==> config.mk <==
export PLATFORM = sky130hd
export DESIGN_NAME = mul_sequencer
export DESIGN_NICKNAME = d
export VERILOG_FILES = /design/src/rtl/mul_sequencer.sv
export SDC_FILE = /design/constraint.sdc
export NUM_CORES = 1
export LEC_CHECK = 0
export BUFFER_PORTS_ARGS = -buffer_cell sky130_fd_sc_hd__clkbuf_2
export CORE_ASPECT_RATIO = 2
export CORE_MARGIN = 2
export CORE_UTILIZATION = 45
export DETAILED_ROUTE_END_ITERATION = 12
export PLACE_DENSITY_LB_ADDON = 0.12
export SLEW_MARGIN = 20
export SYNTH_ARGS = -nofsm -noshare
export SYNTH_HDL_FRONTEND = slang
export SYNTH_SLANG_ARGS = --single-unit
==> constraint.sdc <==
create_clock -name clk -period 2.08 [get_ports clk]
set_input_delay 0.208 -clock clk [delete_from_list [all_inputs] [get_ports clk]]
set_output_delay 0.208 -clock clk [all_outputs]
set_load 0.05 [all_outputs]
==> src/rtl/mul_sequencer.sv <==
// mul_sequencer: drives an external iterative multiplier through load, step and capture phases, with MFHI/MFLO readback.
// With MUL_SEQ_EARLY_EXIT_EN defined, RUN stops once no set bits of b remain.
module mul_sequencer #(
  parameter int          MUL_CYCLES = 32,
  parameter logic [5:0]  MULTU_CODE = 6'b011001,
  parameter logic [5:0]  OUT_CODE   = 6'b111111
) (
  input  logic        clk,
  input  logic        reset,
  input  logic        start,
  input  logic [5:0]  funct,
  input  logic [31:0] a_in,
  input  logic [31:0] b_in,
  output logic [5:0]  mul_signal,
  output logic [31:0] mul_dataA,
  output logic [31:0] mul_dataB,
  input  logic [63:0] mul_product,
  output logic        busy,
  output logic        done,
  output logic        result_valid,
  output logic [31:0] hi,
  output logic [31:0] lo,
  output logic [31:0] result
);
  localparam int CW = $clog2(MUL_CYCLES) + 1;
  typedef enum logic [1:0] {IDLE, LOAD, RUN, CAPTURE} state_t;
  state_t state;
  logic [CW-1:0] cnt;
  logic load_skip, run_last;
  wire is_read = start && (funct == 6'b010000 || funct == 6'b010010);
`ifdef MUL_SEQ_EARLY_EXIT_EN
  logic [31:0] b_sh;
  assign load_skip = mul_dataB == '0;
  assign run_last  = cnt == '0 || b_sh[31:1] == '0;
  always_ff @(posedge clk)
    if (reset) b_sh <= '0;
    else b_sh <= state == LOAD ? mul_dataB : state == RUN ? b_sh >> 1 : b_sh;
`else
  assign load_skip = 1'b0;
  assign run_last  = cnt == '0;
`endif
  always_ff @(posedge clk) begin
    if (reset) begin
      state        <= IDLE;
      cnt          <= '0;
      mul_signal   <= '0;
      mul_dataA    <= '0;
      mul_dataB    <= '0;
      hi           <= '0;
      lo           <= '0;
      result       <= '0;
      busy         <= 1'b0;
      done         <= 1'b0;
      result_valid <= 1'b0;
    end else begin
      done         <= 1'b0;
      result_valid <= is_read;
      if (is_read) result <= funct[1] ? lo : hi;
      case (state)
        IDLE: if (start && funct == MULTU_CODE) begin
          mul_dataA  <= a_in;
          mul_dataB  <= b_in;
          mul_signal <= OUT_CODE;
          busy       <= 1'b1;
          state      <= LOAD;
        end
        LOAD: begin
          cnt        <= CW'(MUL_CYCLES - 1);
          mul_signal <= load_skip ? 6'b000000 : MULTU_CODE;
          state      <= load_skip ? CAPTURE : RUN;
        end
        RUN: begin
          cnt <= cnt - 1'b1;
          if (run_last) begin
            mul_signal <= '0;
            state      <= CAPTURE;
          end
        end
        default: begin
          hi    <= mul_product[63:32];
          lo    <= mul_product[31:0];
          done  <= 1'b1;
          busy  <= 1'b0;
          state <= IDLE;
        end
      endcase
    end
  end
endmodule

==> results of run 1 <==
-- worst max-delay path, cell delays in order (launching register included) --
cell,delay (ps)
dfxtp_1,350
inv_1,140
ha_1,320
and4b_1,260
and2_2,170
buf_4,330
nand2_1,120
a21oi_1,160
-- placed cells by master (no fill, tap or decap), types with 2 or more instances in the layout --
cell type,count
a211oi_1,7
a211oi_2,28
a21oi_1,68
a311oi_1,3
buf_12,4
buf_4,11
bufinv_16,2
clkbuf_16,17
clkbuf_2,304
clkbuf_8,2
clkinv_2,4
clkinv_4,4
dfxtp_1,173
dlygate4sd3_1,49
ha_1,5
inv_1,5
inv_6,2
mux2i_1,96
nand2_1,132
nand2b_1,2
nor2_1,102
o21a_1,2
o21ai_0,4
-- registers in the layout, indices dropped and copies added (netlist names) --
name,flops
hi,32
lo,32
mul_dataA,32
mul_dataB,32
result,32
cnt,6
mul_signal,2
state,2
busy,1
done,1
result_valid,1
-- per-layer routing --
metal	vias to the layer above	share of wire [%]	GRT usage, %
met5	-	0	0
met4	0	2.7	9.04
met3	32	6.7	6.39
met2	206	53	39.7
met1	2782	38	22.9
li1	3033	-	-
-- cell families (layout without fill, tap and decap cells) --
family,Yosys count,after routing
flip-flops,173,173
AO/OA/AOI/OAI,121,121
multiplexers,96,96
adder cells (fa/ha/maj),6,6
buffers and inverters,61,406
AND/OR/NAND/NOR,248,248
-- final cells by class --
class	instances	area [um^2]
well taps	195	244
clock inverters	13	140
multi-input cells	471	2980
repair buffers	369	2190
inverters	5	18.8
clock buffers	19	453
flip-flops and latches	173	3460
fillers	1304	5250
-- where the power goes --
group	internal, uW	leakage [uW]	total, uW	switching (uW)
sequential	3380	0.00139	3450	68.6
combinational	339	0.00236	811	472
clock	1840	0.000293	3160	1320
total	5560	0.00405	7420	1860
-- path summary, 6_finish.rpt --
check,from,to,slack (ps),depth (start not counted)
max,state[0]$_SDFFE_PP0P_,mul_dataB[15]$_SDFFE_PP0P_,140,7
min,a_in[3],mul_dataA[3]$_SDFFE_PP0P_,20,3
max reg2reg,state[0]$_SDFFE_PP0P_,mul_dataB[15]$_SDFFE_PP0P_,140,7
min reg2reg,mul_dataA[3]$_SDFFE_PP0P_,mul_dataA[3]$_SDFFE_PP0P_,450,2
-- per-stage QoR --
stage / cells / hold slack, ps / area, um^2
4_1_cts: 1245 / 0.155 / 9490
2_1_floorplan: 705 / 286 / 6760
3_5_place_dp: 1164 / 436 / 8400
6_report: 1245 / 15.4 / 9490
3_3_place_gp: 1164 / 429 / 8400
5_1_grt: 1245 / 4.44 / 9490
-- what timing repair did --
item / 4_1_cts / 5_1_grt
setup buffers: 0 / 0
hold buffers: 49 / 0
endpoints found under the hold margin: 49 / 0
resized for setup: 0 / 0
setup endpoints to repair: 0 / 0
==> run metrics, run 1 <==
CTS buffer count 17; Startpoint Class register; worst slew pin tran roughly 500 ps; syn_nets about 850; most common cell in the netlist dfxtp_1; Required @ worst endpoint roughly 2400 ps; Area Overhead vs Synth 40.5%; Synth Cell Area 0.00676 mm^2; Hold Vio Cnt, Final 0; CTS sink cnt about 170; Post-synth top cells dfxtp_1 (173), nand2_1 (133), nor2_1 (102), mux2i_1 (96), a21oi_1 (68); ys flop type dfxtp_1; Synth top area share 51.3%; Synth area leader dfxtp_1; DRC violations left 0; XOR/XNOR share of the synthesized area 0%; RSZ-0062 raised after global routing false; die height approximately 180 um; Power Total 7420 uW; Max Clock Freq 515 MHz; Simple-Gate Fraction of Synth Area ~15%; top post-synthesis cells by area dfxtp_1 (51%), mux2i_1 (14%), nand2_1 (7.4%); YS warnings 0; largest net degree at the start of global routing 66; clock slew at reported path FFs 70 ps; FF+latch count, synth roughly 170; compound-cell area share of the yosys netlist a little over an eighth; Final Skew between 5 and 6 ps; adder-cell share of the synthesized area ~1.1%; Die X-Extent approximately 91 um; VDD IR max approximately 0.56 mV; sequential fraction of the synthesis area 51.3%; critical path capture point type register; First-pass DRT Iterations 4; post-DP HPWL 12500 um; PD cells 782 mW/mm^2; WP data arrival around 2300 ps; Syn Inst Count about 710; First DRT Iteration DRCs ~140; setup ws final 139 ps; Final ANT Viol Nets 0; via count about 6100; Root Buffer clkbuf_16; via density per instance slightly below 5; CTS tree yes; Initial Util between 40% and 50%; ys async rst share 0%; H-tree depth 4; Final Util 64.4%; Tot GR Track Use a little over a fifth; Max Cap Viol 0; Detailed Route WL 17900 um; num ports between 300 and 400; Period minus WS final ~1900 ps; post-route setup TNS 0 ps; Max-slew headroom roughly two thirds; outcome finished, final reports clean; Longest Clk Path Bufs 2; CORE AREA between 0.01 and 0.015 mm^2; vias in the first global route between 5000 and 6000; Rows 63; Die Area 0.0161 mm^2; multiplexer share of the synthesized area between 10% and 20%; final setup fails 0; per-cell routed wire length approximately 14 um; layout cells sized above 1 37.1%; syn_area_per_cell roughly 9.6 um^2; Worst Hold Class in2reg; global-route wire length before repair around 28000 um; nets between 1000 and 1500; worst setup path class reg2reg; number of synthesized flops with an enable pin 0; total gr overflow 0; static leakage ~0.004 uW; unique cell type count in the Yosys netlist 37; Slew Viols, Final 0; IO Port Bufs 305; worst skew pair latency between 400 and 500 ps; # diodes 0; Crit Path Max Fanout 35; pre-CTS WS a little under 200 ps; final RePlAce weighted congestion 0.787; initial antenna violation count 0; largest family of logic cells by synthesized area simple AND/OR/NAND/NOR gates; post-route clock period utilization between 90% and 100%
Note: power is estimated with default switching activity, not from simulation.
==> run 2, diff against run 1 <==
Settings changed: CORE_UTILIZATION 45 to 47, SETUP_SLACK_MARGIN set to 0.02.
==> run 2 against run 1 <==
Worst setup slack better by 91 ps. Via count barely moved. Final cell count fell by 1.1%. Fmax rose by 4.9%. Clock skew up 4.3 ps. Sequential power about the same. Combinational power fell by 2.6%. Non-clock buffer count down 11.
==> run metrics, run 2 (synthesis gave the netlist of run 1 again) <==
Initial Util 47.6% (was 45.8%); Detailed Route WL 17900 um (about the same); CTS buffer count 17 (unchanged); # diodes 0 (unchanged); initial antenna violation count 0 (unchanged); First-pass DRT Iterations 4 (unchanged); vias in the first global route 5781 (was 5911); WP data arrival 2200 ps (was 2280 ps); RSZ-0062 raised after global routing false (unchanged); Hold Vio Cnt, Final 0 (unchanged); H-tree depth 4 (unchanged); pre-CTS WS 241 ps (was 199 ps); post-route clock period utilization 89.0% (was 93.3%); Area Overhead vs Synth 38.8% (was 40.5%); PD cells 773 mW/mm^2 (was 782 mW/mm^2); Crit Path Max Fanout 64 (was 35); largest net degree at the start of global routing 65 (was 66); Period minus WS final 1850 ps (was 1940 ps); Worst Hold Class in2reg (unchanged); commonest non-fill, non-tap cells in the layout clkbuf_2 (304), dfxtp_1 (173), nand2_1 (132) (unchanged); Final ANT Viol Nets 0 (unchanged); worst skew pair latency 420 ps (about the same); Worst Path Buf+Inv 2 (unchanged); Root Buffer clkbuf_16 (unchanged); Startpoint Class register (unchanged); worst hold slack 10.6 ps (was 15.4 ps); CTS tree yes (unchanged); CTS sink cnt 173 (unchanged); DRC violations left 0 (unchanged); clock slew at reported path FFs 70 ps (about the same); total gr overflow 0 (unchanged); setup ws final 230 ps (was 139 ps); Final Skew 9.65 ps (was 5.36 ps); Die X-Extent 88.8 um (was 90.6 um); CP max stage cell dfxtp_1 (unchanged); fill count 1180 (was 1304); Rows 62 (was 63); post-DP HPWL 12600 um (was 12500 um); crit-path cells inv_1, ha_1, and4b_1, and2_2, buf_12, nand2_1, a21oi_1 (was inv_1, ha_1, and4b_1, and2_2, buf_4, nand2_1, a21oi_1); critical path capture point type register (unchanged); nets 1169 (was 1180); post-route setup TNS 0 ps (unchanged); max incr delay on CP 350 ps (about the same); per-cell routed wire length 14.6 um (was 14.4 um); First DRT Iteration DRCs 225 (was 137); via count 6054 (was 6053); worst slew pin tran 497 ps (was 502 ps); IO Port Bufs 305 (unchanged); final setup fails 0 (unchanged); global-route wire length before repair 27900 um (was 28100 um); Die Area 0.0154 mm^2 (was 0.0161 mm^2); CP delay by family, top simple AND/OR/NAND/NOR gates (unchanged); Longest Clk Path Bufs 2 (unchanged); Tot GR Track Use 22.8% (was 21.7%); CORE AREA 0.0142 mm^2 (was 0.0147 mm^2); VDD IR max 0.550 mV (was 0.556 mV); Slew Viols, Final 0 (unchanged); layout cells sized above 1 37.1% (about the same); Max Clock Freq 540 MHz (was 515 MHz); static leakage 0.00399 uW (was 0.00405 uW); CTS resizes 0 (unchanged); worst setup path class reg2reg (unchanged); commonest non-fill, non-tap cell in the layout clkbuf_2 (unchanged); outcome finished, final reports clean (unchanged); num ports 306 (unchanged); final RePlAce weighted congestion 0.757 (was 0.787); die height 174 um (was 177 um); Max-slew headroom 66.9% (was 66.6%); Required @ worst endpoint 2430 ps (was 2420 ps); Max Cap Viol 0 (unchanged); via density per instance 4.92 (was 4.86); CTS Hold Bufs 41 (was 49); post-CTS setup buffer count 0 (unchanged)
## run 2: cell count changes in the layout (fill, tap and decap cells not counted), sizes merged
cell / before / now
bufinv: 2 / 1
buf: 16 / 13
dlygate4sd3: 49 / 41
clkbuf: 323 / 324
## run 2: worst min-delay path, cell delays in order
cell and delay (ps):
clkbuf_2 80, nand2_1 40, a21oi_1 50
## run 2: path summary, 6_finish.rpt
kind / from / to / slack (ps) / cells past startpoint
setup / recovery: state[0]$_SDFFE_PP0P_ / mul_dataB[22]$_SDFFE_PP0P_ / 230 / 7
hold reg to reg: mul_dataB[5]$_SDFFE_PP0P_ / mul_dataB[5]$_SDFFE_PP0P_ / 450 / 2
setup reg to reg: state[0]$_SDFFE_PP0P_ / mul_dataB[22]$_SDFFE_PP0P_ / 230 / 7
hold / removal: b_in[0] / mul_dataB[0]$_SDFFE_PP0P_ / 10 / 3
## run 2: per-stage QoR
stage	instance area (um^2)	cells	utilization (%)	power (uW)
final	9370	1231	66.0	7240
after global routing	9370	1231	66.0	7520
after CTS	9370	1231	66.0	7320
after detailed placement	8400	1158	59.2	4240
after global placement	8400	1158	59.2	4230
after floorplan	6760	705	-	4000
## run 2: final cells by class
type                    count  area [um^2]  share of cell area, %
clock inverters            12          114                   1.21
multi-input cells         471         2980                   31.8
clock buffers              20          447                   4.77
repair buffers            358         2110                   22.5
inverters                   5         18.8                  0.200
flip-flops and latches    173         3460                   36.9
well taps                 192          240                   2.56
## run 2: report_power, final
group | switching [uW] | total (uW) | leakage (uW) | internal [uW]
sequential | 67.1 | 3440 | 0.00139 | 3380
clock | 1320 | 3010 | 0.000275 | 1690
combinational | 465 | 790 | 0.00232 | 325
## run 2: routing by layer
layer  part of all wire, %  vias to the layer above  GRT usage, %
li1                      -                     3014             -
met5                     0                        -             0
met1                    41                     2773          28.2
met4                   3.0                        0          10.0
met2                    48                      231          35.9
met3                   7.1                       36          7.33
